### config.mk
export PLATFORM = sky130hd
export DESIGN_NAME = motion_sensor_frontend_flat
export DESIGN_NICKNAME = d
export VERILOG_FILES = /design/src/rtl/motion_sensor_frontend_if.sv /design/src/rtl/motion_sensor_frontend.sv /design/src/flat_wrapper.sv
export SDC_FILE = /design/constraint.sdc
export NUM_CORES = 1
export LEC_CHECK = 0
export CAP_MARGIN = 25
export CORE_AREA = 2 2 54 56
export CTS_CLUSTER_DIAMETER = 150
export CTS_CLUSTER_SIZE = 10
export DETAILED_ROUTE_END_ITERATION = 8
export DIE_AREA = 0 0 56 58
export PLACE_DENSITY = 0.81
export SETUP_SLACK_MARGIN = 0.4
export SLEW_MARGIN = 20
export SYNTH_ARGS = -nofsm -noshare
export SYNTH_HDL_FRONTEND = slang
export SYNTH_SLANG_ARGS = --single-unit
export TNS_END_PERCENT = 5
### constraint.sdc
create_clock -name clk -period 1.9 [get_ports clk]
set_input_delay 0.38 -clock clk [delete_from_list [all_inputs] [get_ports clk]]
set_output_delay 0.38 -clock clk [all_outputs]
set_load 0.05 [all_outputs]
### src/rtl/motion_sensor_frontend_if.sv
// Signal bundle between the PIR front end and its consumer.
// master drives enable/pir_raw; slave (the front end) returns the qualified motion outputs.
interface motion_sensor_frontend_if;
    logic       enable;
    logic       pir_raw;
    logic       motion_detected;
    logic       motion_event;
    logic [7:0] event_count;
    logic [7:0] glitch_count;

    modport master (
        output enable,
        output pir_raw,
        input  motion_detected,
        input  motion_event,
        input  event_count,
        input  glitch_count
    );

    modport slave (
        input  enable,
        input  pir_raw,
        output motion_detected,
        output motion_event,
        output event_count,
        output glitch_count
    );
endinterface

### src/rtl/motion_sensor_frontend.sv
// PIR front end: synchroniser, debounce, hold stretch and cooldown blanking, with event counting.
// Optional rejected-pulse counter is built only when MOTION_GLITCH_CNT_EN is defined.
module motion_sensor_frontend #(
    parameter int unsigned SYNC_STAGES     = 2,
    parameter int unsigned DEBOUNCE_CYCLES = 4,
    parameter int unsigned HOLD_CYCLES     = 20,
    parameter int unsigned COOLDOWN_CYCLES = 10,
    parameter int unsigned CNT_W           = 8
) (
    input  logic                     clk,
    input  logic                     reset,
    motion_sensor_frontend_if.slave  sif
);

    typedef enum logic [2:0] {
        IDLE,
        QUALIFY,
        ACTIVE,
        HOLD,
        COOLDOWN
    } state_t;

    localparam logic [CNT_W-1:0] T_ZERO   = '0;
    localparam logic [CNT_W-1:0] T_ONE    = CNT_W'(1);
    localparam logic [CNT_W-1:0] DEB_LAST = CNT_W'(DEBOUNCE_CYCLES - 1);
    localparam logic [CNT_W-1:0] HLD_LAST = CNT_W'(HOLD_CYCLES);
    localparam logic [CNT_W-1:0] CDN_LAST = CNT_W'(COOLDOWN_CYCLES);

    logic [SYNC_STAGES-1:0] sync_q;
    logic                   pir_s;
    state_t                 state_q, state_d;
    logic [CNT_W-1:0]       timer_q, timer_d;
    logic                   event_d;
    logic                   md_d;
    logic                   md_q;
    logic                   event_q;
    logic [7:0]             event_count_q;

    always_ff @(posedge clk) begin
        if (reset) begin
            sync_q <= '0;
        end else begin
            sync_q <= {sync_q[SYNC_STAGES-2:0], sif.pir_raw};
        end
    end

    assign pir_s = sync_q[SYNC_STAGES-1];

    always_ff @(posedge clk) begin
        if (reset) begin
            state_q <= IDLE;
            timer_q <= T_ZERO;
            md_q    <= 1'b0;
            event_q <= 1'b0;
        end else begin
            state_q <= state_d;
            timer_q <= timer_d;
            md_q    <= md_d;
            event_q <= event_d;
        end
    end

    // HOLD gives retrigger priority over expiry so a returning PIR keeps md high without a gap.
    always_comb begin
        state_d = state_q;
        timer_d = timer_q;
        event_d = 1'b0;
        case (state_q)
            IDLE: begin
                if (pir_s) begin
                    state_d = QUALIFY;
                    timer_d = T_ONE;
                end
            end
            QUALIFY: begin
                if (!pir_s) begin
                    state_d = IDLE;
                    timer_d = T_ZERO;
                end else if (timer_q == DEB_LAST) begin
                    state_d = ACTIVE;
                    timer_d = T_ZERO;
                    event_d = 1'b1;
                end else begin
                    timer_d = timer_q + T_ONE;
                end
            end
            ACTIVE: begin
                if (!pir_s) begin
                    state_d = HOLD;
                    timer_d = T_ONE;
                end
            end
            HOLD: begin
                if (pir_s) begin
                    state_d = ACTIVE;
                    timer_d = T_ZERO;
                end else if (timer_q == HLD_LAST) begin
                    state_d = COOLDOWN;
                    timer_d = T_ONE;
                end else begin
                    timer_d = timer_q + T_ONE;
                end
            end
            COOLDOWN: begin
                if (timer_q == CDN_LAST) begin
                    state_d = IDLE;
                    timer_d = T_ZERO;
                end else begin
                    timer_d = timer_q + T_ONE;
                end
            end
            default: begin
                state_d = IDLE;
                timer_d = T_ZERO;
            end
        endcase
        if (!sif.enable) begin
            state_d = IDLE;
            timer_d = T_ZERO;
            event_d = 1'b0;
        end
    end

    assign md_d = (state_d == ACTIVE) || (state_d == HOLD);

    always_ff @(posedge clk) begin
        if (reset) begin
            event_count_q <= 8'h00;
        end else if (event_d && (event_count_q != 8'hFF)) begin
            event_count_q <= event_count_q + 8'd1;
        end
    end

    assign sif.motion_detected = md_q;
    assign sif.motion_event    = event_q;
    assign sif.event_count     = event_count_q;

`ifdef MOTION_GLITCH_CNT_EN
    logic       glitch_hit;
    logic [7:0] glitch_count_q;

    // Enable-forced exits from QUALIFY are deliberately not counted as glitches.
    assign glitch_hit = sif.enable && (state_q == QUALIFY) && !pir_s;

    always_ff @(posedge clk) begin
        if (reset) begin
            glitch_count_q <= 8'h00;
        end else if (glitch_hit && (glitch_count_q != 8'hFF)) begin
            glitch_count_q <= glitch_count_q + 8'd1;
        end
    end

    assign sif.glitch_count = glitch_count_q;
`else
    assign sif.glitch_count = 8'h00;
`endif

endmodule
### src/flat_wrapper.sv
// flat-port wrapper written by rule: the top's interface ports become plain ports
module motion_sensor_frontend_flat 
#(
    parameter int unsigned SYNC_STAGES     = 2,
    parameter int unsigned DEBOUNCE_CYCLES = 4,
    parameter int unsigned HOLD_CYCLES     = 20,
    parameter int unsigned COOLDOWN_CYCLES = 10,
    parameter int unsigned CNT_W           = 8
)
  (clk, reset, sif_enable, sif_pir_raw, sif_motion_detected, sif_motion_event, sif_event_count, sif_glitch_count);
  motion_sensor_frontend_if sif_i ();
  input  logic clk;
  input  logic reset;
  input wire logic [$bits(sif_i.enable)-1:0] sif_enable;
  input wire logic [$bits(sif_i.pir_raw)-1:0] sif_pir_raw;
  output wire logic [$bits(sif_i.motion_detected)-1:0] sif_motion_detected;
  output wire logic [$bits(sif_i.motion_event)-1:0] sif_motion_event;
  output wire logic [$bits(sif_i.event_count)-1:0] sif_event_count;
  output wire logic [$bits(sif_i.glitch_count)-1:0] sif_glitch_count;
  assign sif_i.enable = sif_enable;
  assign sif_i.pir_raw = sif_pir_raw;
  assign sif_motion_detected = sif_i.motion_detected;
  assign sif_motion_event = sif_i.motion_event;
  assign sif_event_count = sif_i.event_count;
  assign sif_glitch_count = sif_i.glitch_count;
  motion_sensor_frontend #(.SYNC_STAGES(SYNC_STAGES), .DEBOUNCE_CYCLES(DEBOUNCE_CYCLES), .HOLD_CYCLES(HOLD_CYCLES), .COOLDOWN_CYCLES(COOLDOWN_CYCLES), .CNT_W(CNT_W)) u_core (.clk(clk), .reset(reset), .sif(sif_i));
endmodule
==> impl_metrics.py <==
metrics = {
    "run_status": {
        "status": "complete, no violations",
    },
    "setup_path": {
        "cp_max_fo": 1,
        "cp.required_ns": 1.52,
        "crit_slowest_cell": "clkdlybuf4s50_1",
        "cp_cell_sequence": "clkdlybuf4s50_1",
        "critPathTopFamily": "buffers and inverters",
        "critPathBufInv": 1,
        "r2r_slack_ns": 0.09,
        "arrival_ns": 1.43,
        "slowest_delay_ns": 0.79,
        "timing_worst_setup_path_type": "flip-flop to primary output",
        "startpoint_type": "flip-flop",
        "end_kind": "primary output",
    },
    "power": {
        "p_leak_uw": 0.000633,
        "peakVddDrop_uv": 499,
        "power_density_mw_per_mm2": 470,
    },
    "floorplan": {
        "fp.dieW_um": 56,
        "rows": 19,
        "core-area_mm2": 0.00266,
        "io_pins": 22,
        "die_y_um": 58,
        "dieArea_mm2": 0.00325,
        "initial_utilization": 0.492,
    },
    "place": {
        "gp_congestion": 0.924,
        "post-place-cells": 193,
        "dpl_worst_slack_ns": -0.0837,
        "hpwl_um": 2050,
        "port_buffers": 13,
    },
    "global_route": {
        "grt_pass1_vias": 1087,
        "grt_overflow": 0,
        "grt_pass1_wl_um": 4880,
        "antenna_found_initial": 0,
        "grt_usage": 0.186,
        "grt_max_degree": 14,
    },
    "timing": {
        "slew_headroom": 0.657,
        "drv_slew": 0,
        "finalHoldViolations": 0,
        "fmax_ghz": 0.553,
        "fin_worst_skew_ns": 0.00255,
        "period_share": 0.952,
        "hold_slack_ns": 0.462,
        "postLayoutSetupSlackWorst_ns": 0.0904,
        "period_needed_ns": 1.81,
        "setup_viol_count_final": 0,
        "worst_slew_pin_slew_ns": 0.513,
        "rsz0062_at_grt": "true",
    },
    "layout": {
        "fin_nets": 184,
        "antenna_cells": 0,
        "final_layout_size_suffix_gt1_frac": 0.354,
        "fillers": 205,
        "syn_to_final_growth_pct": 29.2,
        "final_common_cell": "buf_4",
        "final_cells": 206,
        "layout_common_cells": "buf_4 (24), dfxtp_1 (17), a21oi_1 (12)",
    },
    "drt": {
        "wirelength_um": 3120,
        "avgRoutedWirePerCell_um": 15.1,
        "vias": 1231,
        "drt-pass1-iter-count": 4,
        "drt_iter0_markers": 64,
        "drc_errors": 0,
        "viasPerCell": 5.98,
        "ant_nets": 0,
    },
    "logic_synthesis": {
        "yosys_warnings": 0,
        "synth_ff_type": "dfxtp_1",
        "syn_area_mm2": 0.00131,
        "synth_edf_count": 0,
        "async_flop_share": 0,
        "synth_cell_types": 45,
        "seq_area_frac_synth": 0.351,
        "synth.ff_latch_count": 23,
        "avgSynthCellArea_um2": 8.92,
        "synth_area_leaders": "dfxtp_1 (35%), buf_4 (5.2%), a21oi_1 (5.0%), ha_1 (3.8%), and4bb_2 (2.9%)",
        "netlist_instances": 147,
        "synth.top_cell.area_share": 0.351,
        "netlist.top_cell.by_area": "dfxtp_1",
    },
    "cts": {
        "tritoncts": "built",
        "cts-root-buf": "clkbuf_4",
        "clk_pin_slew_worst_paths_ns": 0.13,
        "numCtsBuffers": 3,
        "max-clock-path-buffers": 2,
        "htree_levels": 1,
        "clock-sinks": 23,
        "clk_latency_ns": 0.31,
        "hold_buffers": 0,
    },
    "job": {
        "cap_violations": 0,
    },
    "hold_path": {
        "hp-class": "flip-flop to flip-flop",
    },
}
-- routing by layer --
layer | up-vias | wire (um) | track usage
li1 | 592 | - | -
met1 | 574 | 1340 | 0.234
met2 | 57 | 1540 | 0.323
met3 | 8 | 172 | 0.0268
met4 | 0 | 68 | 0.0714
met5 | - | 0 | 0
-- through the flow --
step	total power (uW)	setup TNS, ns	area (um2)	utilization
floorplan	569	0	1350	-
global placement	572	0	1480	0.557
detailed placement	574	-0.178	1480	0.557
CTS	802	0	1580	0.594
global route	832	0	1690	0.636
finish	796	0	1690	0.636
-- path summary, 6_finish.rpt --
check	startpoint	to	cells past startpoint
worst max-delay path	u_core.sif.motion_detected	sif_motion_detected	1
worst min-delay path	u_core.sync_q[0]	u_core.sync_q[1]	1
worst max register to register	u_core.timer_q[0]	u_core.timer_q[5]	7
worst min register to register	u_core.sync_q[0]	u_core.sync_q[1]	1
-- repair_timing --
action | 4_1_cts | 5_1_grt
buffers inserted | 4 | 5
gates resized for setup | 12 | 22
setup endpoints to repair | 22 | 24
pin swaps | 4 | 11
-- worst register-to-register path, cell delays in order, from the launching register on --
cell and delay, ns:
dfxtp_4 0.41, ha_4 0.15, nor3b_4 0.25, buf_4 0.16
buf_4 0.12, a21boi_4 0.08, nor4_4 0.43, nor3_2 0.10
-- final cells by class --
cell class,count,area (um2),area share
multi-input cells,108,853,0.504
well taps,31,38.8,0.0229
flip-flops and latches,23,475,0.281
clock buffers,3,22.5,0.0133
clock inverters,1,5.00,0.00295
repair buffers,33,273,0.161
inverters,7,26.3,0.0155
-- cells by family after synthesis --
kind of cell | Yosys count | synth area share
compound gates | 37 | 0.202
xor+xnor | 2 | 0.0134
fa+ha+maj | 4 | 0.0382
buf+inv | 23 | 0.0964
flops | 23 | 0.351
mux | 3 | 0.0239
other cells | 1 | 0.00286
simple gates | 54 | 0.272
-- report_power, final --
part / internal [uW] / switching (uW) / total [uW]
Sequential: 481 / 3.61 / 485
Clock: 78.6 / 150 / 229
Combinational: 21.6 / 61.1 / 82.7
Total: 581 / 215 / 796
-- synth_stat cells, types with 2 or more instances --
| cell type | count |
|---|---|
| a31oi_1 | 2 |
| o21ai_0 | 7 |
| a211oi_1 | 2 |
| or3_2 | 4 |
| nand2b_1 | 2 |
| xor2_1 | 2 |
| o31ai_1 | 3 |
| ha_1 | 4 |
| and3_1 | 3 |
| nand4_1 | 5 |
| nor3_1 | 4 |
| buf_4 | 9 |
| nand2_1 | 5 |
| nand3_1 | 5 |
| inv_1 | 7 |
| clkbuf_2 | 3 |
| nor2_1 | 6 |
| nor2b_1 | 3 |
| dfxtp_1 | 23 |
| and4bb_2 | 3 |
| buf_2 | 2 |
| a2111oi_0 | 2 |
| mux2i_1 | 2 |
| nor4_1 | 5 |
| or4_1 | 2 |
| a21oi_1 | 13 |
-- flip-flops by register name, summed over array words and instances (netlist names) --
name	cells
u_core.sif.event_count	8
u_core.sif.motion_detected	1
u_core.sif.motion_event	1
u_core.state_q	3
u_core.sync_q	2
u_core.timer_q	8
Note: power is estimated with default switching activity, not from simulation.
